--- src/rtl/cork_dispenser_ctrl.sv ---
// Cork depot controller: stock counter, timed dispense and paced refill.
// Optional starve_alarm output enabled by CORK_STARVE_ALARM_EN.
module cork_dispenser_ctrl #(
    parameter int STOCK_W     = 6,
    parameter int MAX_STOCK   = 20,
    parameter int LOW_LEVEL   = 5,
    parameter int INIT_STOCK  = 0,
    parameter int DISP_CYCLES = 3,
    parameter int GAP_CYCLES  = 1
) (
    input  logic               clk,
    input  logic               reset,
    input  logic               add_sw,
    input  logic               disp_req,
    output logic               disp,
    output logic               disp_done,
    output logic               add_rolha,
    output logic [STOCK_W-1:0] stock,
    output logic               stock_low,
    output logic               stock_full,
    output logic               busy
`ifdef CORK_STARVE_ALARM_EN
    ,
    output logic               starve_alarm
`endif
);

    localparam int CNT_MAX = (DISP_CYCLES > GAP_CYCLES) ? DISP_CYCLES : GAP_CYCLES;
    localparam int CNT_W   = $clog2(CNT_MAX + 1);

    localparam logic [STOCK_W-1:0] MAX_S  = STOCK_W'(MAX_STOCK);
    localparam logic [STOCK_W-1:0] LOW_S  = STOCK_W'(LOW_LEVEL);
    localparam logic [STOCK_W-1:0] INIT_S = STOCK_W'(INIT_STOCK);

    localparam logic [CNT_W-1:0] DISP_LAST = CNT_W'(DISP_CYCLES - 1);
    localparam logic [CNT_W-1:0] GAP_LAST  = CNT_W'(GAP_CYCLES - 1);

    generate
        if (MAX_STOCK >= (1 << STOCK_W)) begin : g_chk_w
            $error("MAX_STOCK does not fit in STOCK_W bits");
        end
        if (INIT_STOCK > MAX_STOCK) begin : g_chk_init
            $error("INIT_STOCK exceeds MAX_STOCK");
        end
        if (DISP_CYCLES < 1 || GAP_CYCLES < 1) begin : g_chk_cyc
            $error("DISP_CYCLES and GAP_CYCLES must be at least 1");
        end
    endgenerate

    typedef enum logic [1:0] {
        IDLE,
        DISP,
        ADD,
        GAP
    } state_t;

    state_t           state;
    logic [CNT_W-1:0] cnt;

    logic full;
    logic empty;
    logic refill_go;
    logic disp_go;

    assign full  = (stock == MAX_S);
    assign empty = (stock == '0);

    // Refill wins over dispense; the two go-terms are kept exclusive
    assign refill_go = add_sw && !full;
    assign disp_go   = !refill_go && disp_req && !empty;

    always_ff @(posedge clk or posedge reset) begin
        if (reset) begin
            state <= IDLE;
            stock <= INIT_S;
            cnt   <= '0;
        end else begin
            unique case (state)
                IDLE: begin
                    unique case (1'b1)
                        refill_go: state <= ADD;
                        disp_go: begin
                            state <= DISP;
                            cnt   <= '0;
                        end
                        default: state <= IDLE;
                    endcase
                end
                DISP: begin
                    if (cnt == DISP_LAST) begin
                        state <= IDLE;
                        stock <= stock - 1'b1;
                        cnt   <= '0;
                    end else begin
                        cnt <= cnt + 1'b1;
                    end
                end
                ADD: begin
                    if (!full) begin
                        stock <= stock + 1'b1;
                    end
                    state <= GAP;
                    cnt   <= '0;
                end
                GAP: begin
                    if (!add_sw || full) begin
                        state <= IDLE;
                        cnt   <= '0;
                    end else if (cnt == GAP_LAST) begin
                        state <= ADD;
                        cnt   <= '0;
                    end else begin
                        cnt <= cnt + 1'b1;
                    end
                end
                default: begin
                    state <= IDLE;
                    cnt   <= '0;
                end
            endcase
        end
    end

    assign disp       = (state == DISP);
    assign disp_done  = (state == DISP) && (cnt == DISP_LAST);
    assign add_rolha  = (state == ADD);
    assign busy       = (state != IDLE);
    assign stock_low  = (stock < LOW_S);
    assign stock_full = full;

`ifdef CORK_STARVE_ALARM_EN
    // Sticky until the depot actually receives a cork
    always_ff @(posedge clk or posedge reset) begin
        if (reset) begin
            starve_alarm <= 1'b0;
        end else if (state == ADD) begin
            starve_alarm <= 1'b0;
        end else if (state == IDLE && disp_req && empty && !add_sw) begin
            starve_alarm <= 1'b1;
        end
    end
`endif

endmodule

--- config.mk ---
export PLATFORM = sky130hd
export DESIGN_NAME = cork_dispenser_ctrl
export DESIGN_NICKNAME = d
export VERILOG_FILES = /design/src/rtl/cork_dispenser_ctrl.sv
export SDC_FILE = /design/constraint.sdc
export NUM_CORES = 1
export LEC_CHECK = 0
export CAP_MARGIN = 5
export CORE_UTILIZATION = 38
export CTS_CLUSTER_SIZE = 25
export DETAILED_ROUTE_END_ITERATION = 10
export PLACE_DENSITY_LB_ADDON = 0.15
export RECOVER_POWER = 100
export SYNTH_ARGS = -nofsm -noshare
export SYNTH_HDL_FRONTEND = slang
export SYNTH_SLANG_ARGS = --single-unit
--- constraint.sdc ---
create_clock -name clk -period 4.65 [get_ports clk]
set_input_delay 0.93 -clock clk [delete_from_list [all_inputs] [get_ports clk]]
set_output_delay 0.93 -clock clk [all_outputs]
set_load 0.02 [all_outputs]
# Word level (Yosys, flattened, before mapping)
# Cells that the tools add are included.
# totals
register_bits	10
inputBits	4
output_inout_bits	12
# op_classes
addsub	3
magnitude_cmp	1
n_eq_ne	9
muxes	13
reduce_logical	16
# op_table
cell	count
case mux 2 bit (4 select lines)	2
two-way mux 2 bit	7
two-way mux 6 bit	2
case mux 6 bit (2 select lines)	1
adder 6 x 1 -> 6 bit, second input constant	1
equality test 2 bit, second input constant	3
equality test 6 x 5 -> 1 bit, second input constant	1
logical NOT 6 bit	1
less-than comparator 6 x 3 -> 1 bit, second input constant	1
subtractor 6 x 1 -> 6 bit, second input constant	1
logical AND 1 bit	4
logical NOT 1 bit	4
logical NOT 2 bit	2
inequality test 2 bit, second input constant	2
case mux 2 bit (2 select lines)	1
nonzero test 2 bit	2
inequality test 3 bit, second input constant	1
AND reduction 3 bit	1
adder 2 x 1 -> 2 bit, second input constant	1
equality test 2 x 1 -> 1 bit, second input constant	1
inequality test 2 x 1 -> 1 bit, second input constant	1
AND reduction 2 bit	1
logical OR 1 bit	1

# Logic depth before layout (Yosys ltp)
# Gate-level depths: netlist of the first run.
# logic_depth
depth_word	8
depth_mapped	9
depth_no_buf	9

# Worst setup path after synthesis of the first run
# OpenSTA, ideal clock, no wires.
# synth_timing
kind	reg-to-output
start	reg stock[0]
end	out stock_low
arrival_time_ns	1.390
required_time_ns	3.720
setup_slack_ns	2.330
stages_incl_launch_ff	3
path_buffers	0
cell_sequence	dfrtp_1 > o21ai_0 > nor4b_1
# synth_via
elab_chain_len	1
# synth_lines
item	line_no	text
start, declared	18	output logic [STOCK_W-1:0] stock,
start signal, assigned	92	stock <= stock - 1'b1;
start signal, assigned	100	stock <= stock + 1'b1;
less-than comparator 6 x 3 -> 1 bit	128	assign stock_low = (stock < LOW_S);
end, declared	19	output logic stock_low,
# No other way between the ends.

# Final worst setup path of the first run
# layout_timing
start	reg stock[3]
end	out stock_full
# layout_via
elab_chain_len	1
# layout_lines
item	line_no	text
equality test 6 x 5 -> 1 bit	65	assign full = (stock == MAX_S);
end, declared	20	output logic stock_full,
# No other way between the ends.

==> results of run 1 <==
[power groups by stage]
stage                     registers, uW  logic [uW]  clock network, uW
after floorplan                     208         391                  0
after global placement              186         567                  0
after detailed placement            190         564                  0
after CTS                           188         569               81.7
after global routing                196         621               86.3
final                               186         543               78.4
[kinds of logic (layout without fill, tap and decap cells)]
kind of cell | Yosys count | after routing | synth area share
xor gates and xnor gates | 5 | 5 | 0.0530
AOI/OAI and AO/OA | 22 | 22 | 0.177
adders and majority gates | 14 | 14 | 0.221
DFF | 10 | 10 | 0.303
buffers and inverters | 14 | 32 | 0.0726
and+or+nand+nor | 18 | 18 | 0.112
muxes | 5 | 5 | 0.0620
[worst reg2reg max path: stages, from the launching register on]
cell and delay, ns:
dfrtp_1 0.40, inv_1 0.13, ha_1 0.34, inv_1 0.18, ha_1 0.34, a211oi_1 0.22
o21bai_1 0.11, a21oi_1 0.18, mux2i_1 0.24, xnor2_1 0.13
[cell usage in the layout, fill, tap and decap left out, drive strengths merged, types with 2 or more instances in the layout]
cell          n
dlygate4sd3  14
inv          13
ha           13
dfrtp        10
o21ai         9
nand2         6
mux2i         4
clkbuf        4
nand3         3
a21oi         3
xor2          3
nor2          3
and2          2
a32oi         2
o21bai        2
xnor2         2
a21o          2
[area by class of cell]
cell class                      count  area, um2
Fill cell                         204        971
Multi-Input combinational cell     64        512
Sequential cell                    10        250
Timing Repair Buffer               15        150
Inverter                           13       48.8
Clock buffer                        4       36.3
Tap cell                           27       33.8
[stage by stage]
stage | cells | power, uW | util | cell area (um2) | hold WS, ns
after CTS | 133 | 839 | 0.518 | 1040 | 0.539
after floorplan | 88 | 600 | - | 827 | 0.533
after global placement | 129 | 753 | 0.499 | 1000 | 0.527
after global routing | 133 | 903 | 0.515 | 1030 | 0.600
final | 133 | 808 | 0.515 | 1030 | 0.529
after detailed placement | 129 | 754 | 0.499 | 1000 | 0.532
[registers in the layout, indices dropped and copies added (netlist names)]
signal,cells
state,2
cnt,2
stock,6
[routing by layer]
layer | track usage | part of all wire
met3 | 0.0472 | 0.034
met1 | 0.212 | 0.54
met4 | 0.0588 | 0.011
met5 | 0 | 0
met2 | 0.225 | 0.41
[final timing paths]
check / from / to / depth (start not counted)
hold / removal: stock[5] / stock[5] / 1
hold reg to reg: stock[5] / stock[5] / 1
setup reg to reg: state[0] / stock[5] / 9
max in group asynchronous: reset / stock[4] / 2
setup / recovery: stock[3] / stock_full / 4
min in group asynchronous: reset / stock[3] / 2
==> results.md, run 1 <==
* Clk root buf: clkbuf_4
* Number of global-route vias before repair at 613
* Vias per cell at about 4.8
* Pin count of the biggest net entering global routing at 12
* Async set or reset register ratio after synthesis at 1.00
* Initial Util at 0.413
* Minimum clock period at 2.98 ns
* WL final at approximately 1.6 mm
* Final setup vio count at 0
* CP startpoint kind: flop
* Reg clk slew, reported paths at approximately 0.070 ns
* Post-Syn Area per Cell at approximately 9.4 um2
* Core Rows at 16
* Switching Power at approximately 390 uW
* TritonCTS Sinks at 10
* Yosys top cell area share at 0.303
* Diodes inserted at 0
* Slew HR at 0.457
* Die extent in x at between 40 and 50 um
* Clock power share at 0.097
* Share of cells above drive strength 1 at 0.0566
* Routed WL per cell at approximately 12 um
* Crit Path Class: flop to output port
* Actual slew at the worst max-slew pin at ~0.81 ns
* Register-to-register setup slack at ~2.3 ns
* Switching share of power at 0.477
* HP Class: flop to flop
* Fmax at around 0.34 GHz
* Logic pwr share at 0.672
* CP bufs+invs at 2
* CP endpoint kind: output port
* Number of buffers created by CTS at 3
* Clock buffer depth at 2
* RSZ-0062 raised after global routing: false
* HPWL Detailed at approximately 1.2 mm
* Final GP Congestion at ~0.77
* Post-Route Setup TNS at 0 ns
* Synth Register Bits at 10
* GRT Util Overall at 0.154
* Final hold vios at 0
* DRT Pass-1 Iters at 4
* Die H at between 40 and 50 um
* Post-route ant nets at 0
* Crit path max fanout at 6
* PD cells at 783 nW/um2
* Port Buffers at 15
* Pre-CTS setup slack at 2.02 ns
* Vias at roughly 630
* DR iter-0 viols at 4
* Clk_lat worst skew at between 0.2 and 0.3 ns
* Number of synthesized flops with an enable pin at 0
* CP max stage delay at 0.67 ns
* Max rail drop VDD at 0.440 mV
* Max-cap violations at 0
* Slowest-stage cell, CP: dlygate4sd3_1
* CTS-repair resized insts at 0
* Setup Fix Bufs, Post-CTS at 0
* WP data required at roughly 3.7 ns
* DRC at 0
* Int Power at around 420 uW
* Delay-heaviest family, CP: buffers and inverters
* Max-slew violation count at 0
* Syn Nets at 106
* Ports at 16
* Top cells by count, synth: 13 x ha_1, 13 x inv_1, 10 x dfrtp_1, 9 x o21ai_0, 6 x nand2_1
* Final worst setup slack at around 1.7 ns
* Initial antenna violation count at 0
* TritonCTS clock tree: yes
* Status: finished clean
* Crit-path cells: nor4_1 -> nand3_1 -> inv_1 -> dlygate4sd3_1
* Nets@finish at 125
* Leading area contributor after synthesis: dfrtp_1
* CTS Hold Bufs at 0
* Sequential power share at 0.231
* Leak Pwr at roughly 0.00051 uW
* Die ar. at around 2400 um2
* Yosys warnings at 0
* Ys flop type: dfrtp_1
* Synth area leaders: dfrtp_1 30%, ha_1 20%, inv_1 5.9%
* Post-synthesis sequential area ratio at 0.303
* H-Tree Depth at 1
* Critical Path AT at between 2 and 2.5 ns
* Cell variety after synth at 27
* Placeable Area at 2000 um2
* Tcrit/Tclk final at 0.641
* Area Overhead vs Synth at 24.7%
* Remaining global-route overflow at 0
* Global-route wire length before repair at 2.75 mm
* Post-Syn Instances at slightly below 90
* Cell Area, Synth at just over 800 um2
* Clock Skews at 0.00969 ns
Note: power is estimated with default switching activity, not from simulation.
==> run 2: changes to the inputs <==
==> constraint.sdc (replaced) <==
create_clock -name clk -period 2.4 [get_ports clk]
set_input_delay 0.48 -clock clk [delete_from_list [all_inputs] [get_ports clk]]
set_output_delay 0.48 -clock clk [all_outputs]
set_load 0.02 [all_outputs]
==> run 2 against run 1 <==
Net effect: first-iteration DRC count rose to 2.5 times the previous value; clock skew fell by 0.0079 ns; cell area unchanged; critical path depth did not move; worst hold slack better by 0.047 ns.
==> results.md, run 2 (synthesized netlist as in run 1, its figures left out) <==
* HPWL Detailed at 1.34 mm (+7.9%)
* Routed WL per cell at 12.4 um (+4.5%)
* Die H at 48.7 um (unchanged)
* Global-route wire length before repair at 3.04 mm (+11%)
* GRT Util Overall at 0.166 (+0.0123)
* TritonCTS clock tree: yes
* Area Overhead vs Synth at 24.7% (unchanged)
* Max rail drop VDD at 0.761 mV (+73%)
* DRC at 0 (unchanged)
* Max-slew violation count at 0 (unchanged)
* Crit-path cells: inv_1 -> ha_1 -> and2_0 -> clkdlybuf4s50_1
* DRT Pass-1 Iters at 4 (unchanged)
* Vias per cell at 4.96 (+4.1%)
* Top flop regs: stock x6, cnt x2, state x2
* Logic pwr share at 0.674 (+0.002)
* Seq. cell area at 250 um2 (unchanged)
* CP startpoint kind: flop
* Final Power at 1570 uW (+95%)
* Final GP Congestion at 0.791 (+2.4%)
* Leak Pwr at 0.000503 uW (-1.1%)
* Critical Path AT at 1.80 ns (-0.25 ns)
* PD cells at 1530 nW/um2 (+95%)
* Clock power share at 0.094 (-0.003)
* Crit path max fanout at 5 (-1)
* Largest Register: stock
* Remaining global-route overflow at 0 (unchanged)
* Pin count of the biggest net entering global routing at 12 (unchanged)
* HP Class: flop to flop
* Post-route ant nets at 0 (unchanged)
* Minimum clock period at ~2.3 ns
* Ports at 16 (unchanged)
* Clk root buf: clkbuf_4
* Die ar. at 2370 um2 (unchanged)
* Hold_ws at 0.576 ns (+0.0473 ns)
* Fillcell total at 201 (-1.5%)
* Nets@finish at 126 (+0.80%)
* Post-Route Setup TNS at 0 ns (unchanged)
* Initial antenna violation count at 0 (unchanged)
* CP endpoint kind: output port
* Reg clk slew, reported paths at 0.06 ns (about the same)
* Post-DP Area at 1010 um2 (+0.75%)
* Final hold vios at 0 (unchanged)
* Switching share of power at 0.476 (-0.000971)
* Commonest non-fill, non-tap cells in the layout: 13 x inv_1, 13 x ha_1, 10 x dfrtp_1, 9 x o21ai_0, 9 x dlygate4sd3_1
* Number of global-route vias before repair at 671 (+9.5%)
* Vias at 665 (+4.9%)
* Final setup vio count at 0 (unchanged)
* Max-cap violations at 0 (unchanged)
* CP max stage delay at 0.62 ns (-0.05 ns)
* Placeable Area at 2000 um2 (unchanged)
* Port Buffers at 15 (unchanged)
* Multi-input logic area at 512 um2 (unchanged)
* DR iter-0 viols at 10 (+6)
* Switching Power at 750 uW (+95%)
* Actual slew at the worst max-slew pin at 0.821 ns (+0.00959 ns)
* Crit Path Class: flop to output port
* Post-route design area at 1030 um2 (unchanged)
* Clock buffer depth at 2 (unchanged)
* Diodes inserted at 0 (unchanged)
* Initial Util at 0.413 (unchanged)
* Clk_lat worst skew at 0.26 ns (about the same)
* WP data required at 1.92 ns (-1.80 ns)
* CTS Hold Bufs at 0 (unchanged)
* Largest register FFs at 6 (unchanged)
* Slew HR at 0.450 (-0.00642)
* Core Rows at 16 (unchanged)
* Sequential power share at 0.233 (+0.002)
* Share of cells above drive strength 1 at 0.0654 (+0.00882)
* TritonCTS Sinks at 10 (unchanged)
* Fmax at between 0.4 and 0.5 GHz
* Clock Skews at 0.00174 ns (-0.00795 ns)
* H-Tree Depth at 1 (unchanged)
* RSZ-0062 raised after global routing: false
* Core Util, Final at 0.515 (unchanged)
* Status: finished clean
* Number of buffers created by CTS at 3 (unchanged)
* Slowest-stage cell, CP: clkdlybuf4s50_1
* Int Power at 824 uW (+95%)
* Die extent in x at 48.7 um (unchanged)
* WL final at 1.66 mm (+5.3%)
* Tcrit/Tclk final at 0.948
[run 2: cell type report]
cell class	count	area share
multi-input combinational	64	0.496
sequential	10	0.243
timing repair buffer	16	0.146
inverter	13	0.0473
clock buffer	4	0.0352
tap	27	0.0328
[run 2: timing repair]
item / CTS / global route
setup buffers: 0 / 0
resized for setup: 2 / 1
endpoints found under the setup margin: 1 / 1
[run 2: path summary, 6_finish.rpt]
path | startpoint | to | slack, ns | cells after the start
worst min-delay path | stock[5] | stock[5] | 0.58 | 1
worst min register to register | stock[5] | stock[5] | 0.58 | 1
worst max-delay path | state[1] | disp_done | 0.12 | 4
min in group asynchronous | reset | stock[3] | 0.63 | 2
max in group asynchronous | reset | stock[5] | 1.50 | 2
worst max register to register | stock[5] | stock[5] | 0.25 | 5
[run 2: power by group through the flow]
stage / combinational (uW) / sequential [uW] / clock [uW]
finish: 1060 / 367 / 147
CTS: 1120 / 373 / 154
detailed placement: 1110 / 370 / 0
global route: 1210 / 387 / 170
floorplan: 758 / 404 / 0
global placement: 1100 / 366 / 0
[run 2: worst max-delay path, delay by kind of cell, from the launching register on]
| kind | cells | cell delay, ns |
|---|---|---|
| fa+ha+maj | 1 | 0.24 |
| buf+inv | 2 | 0.73 |
| flops | 1 | 0.41 |
| simple gates | 1 | 0.16 |
[run 2: layer usage]
layer	global-route usage	wire, um	vias to the layer above
met1	0.209	778	314
li1	-	-	338
met2	0.278	839	11
met4	0.0392	4	0
met5	0	0	-
met3	0.0503	40	2
[run 2: stage by stage]
| step | instances | setup WS (ns) |
|---|---|---|
| 6_report | 134 | 0.124 |
| 5_1_grt | 134 | 0.00837 |
| 4_1_cts | 134 | 0.0781 |
| 3_5_place_dp | 130 | 0.236 |
| 3_3_place_gp | 130 | 0.250 |
| 2_1_floorplan | 88 | 0.163 |
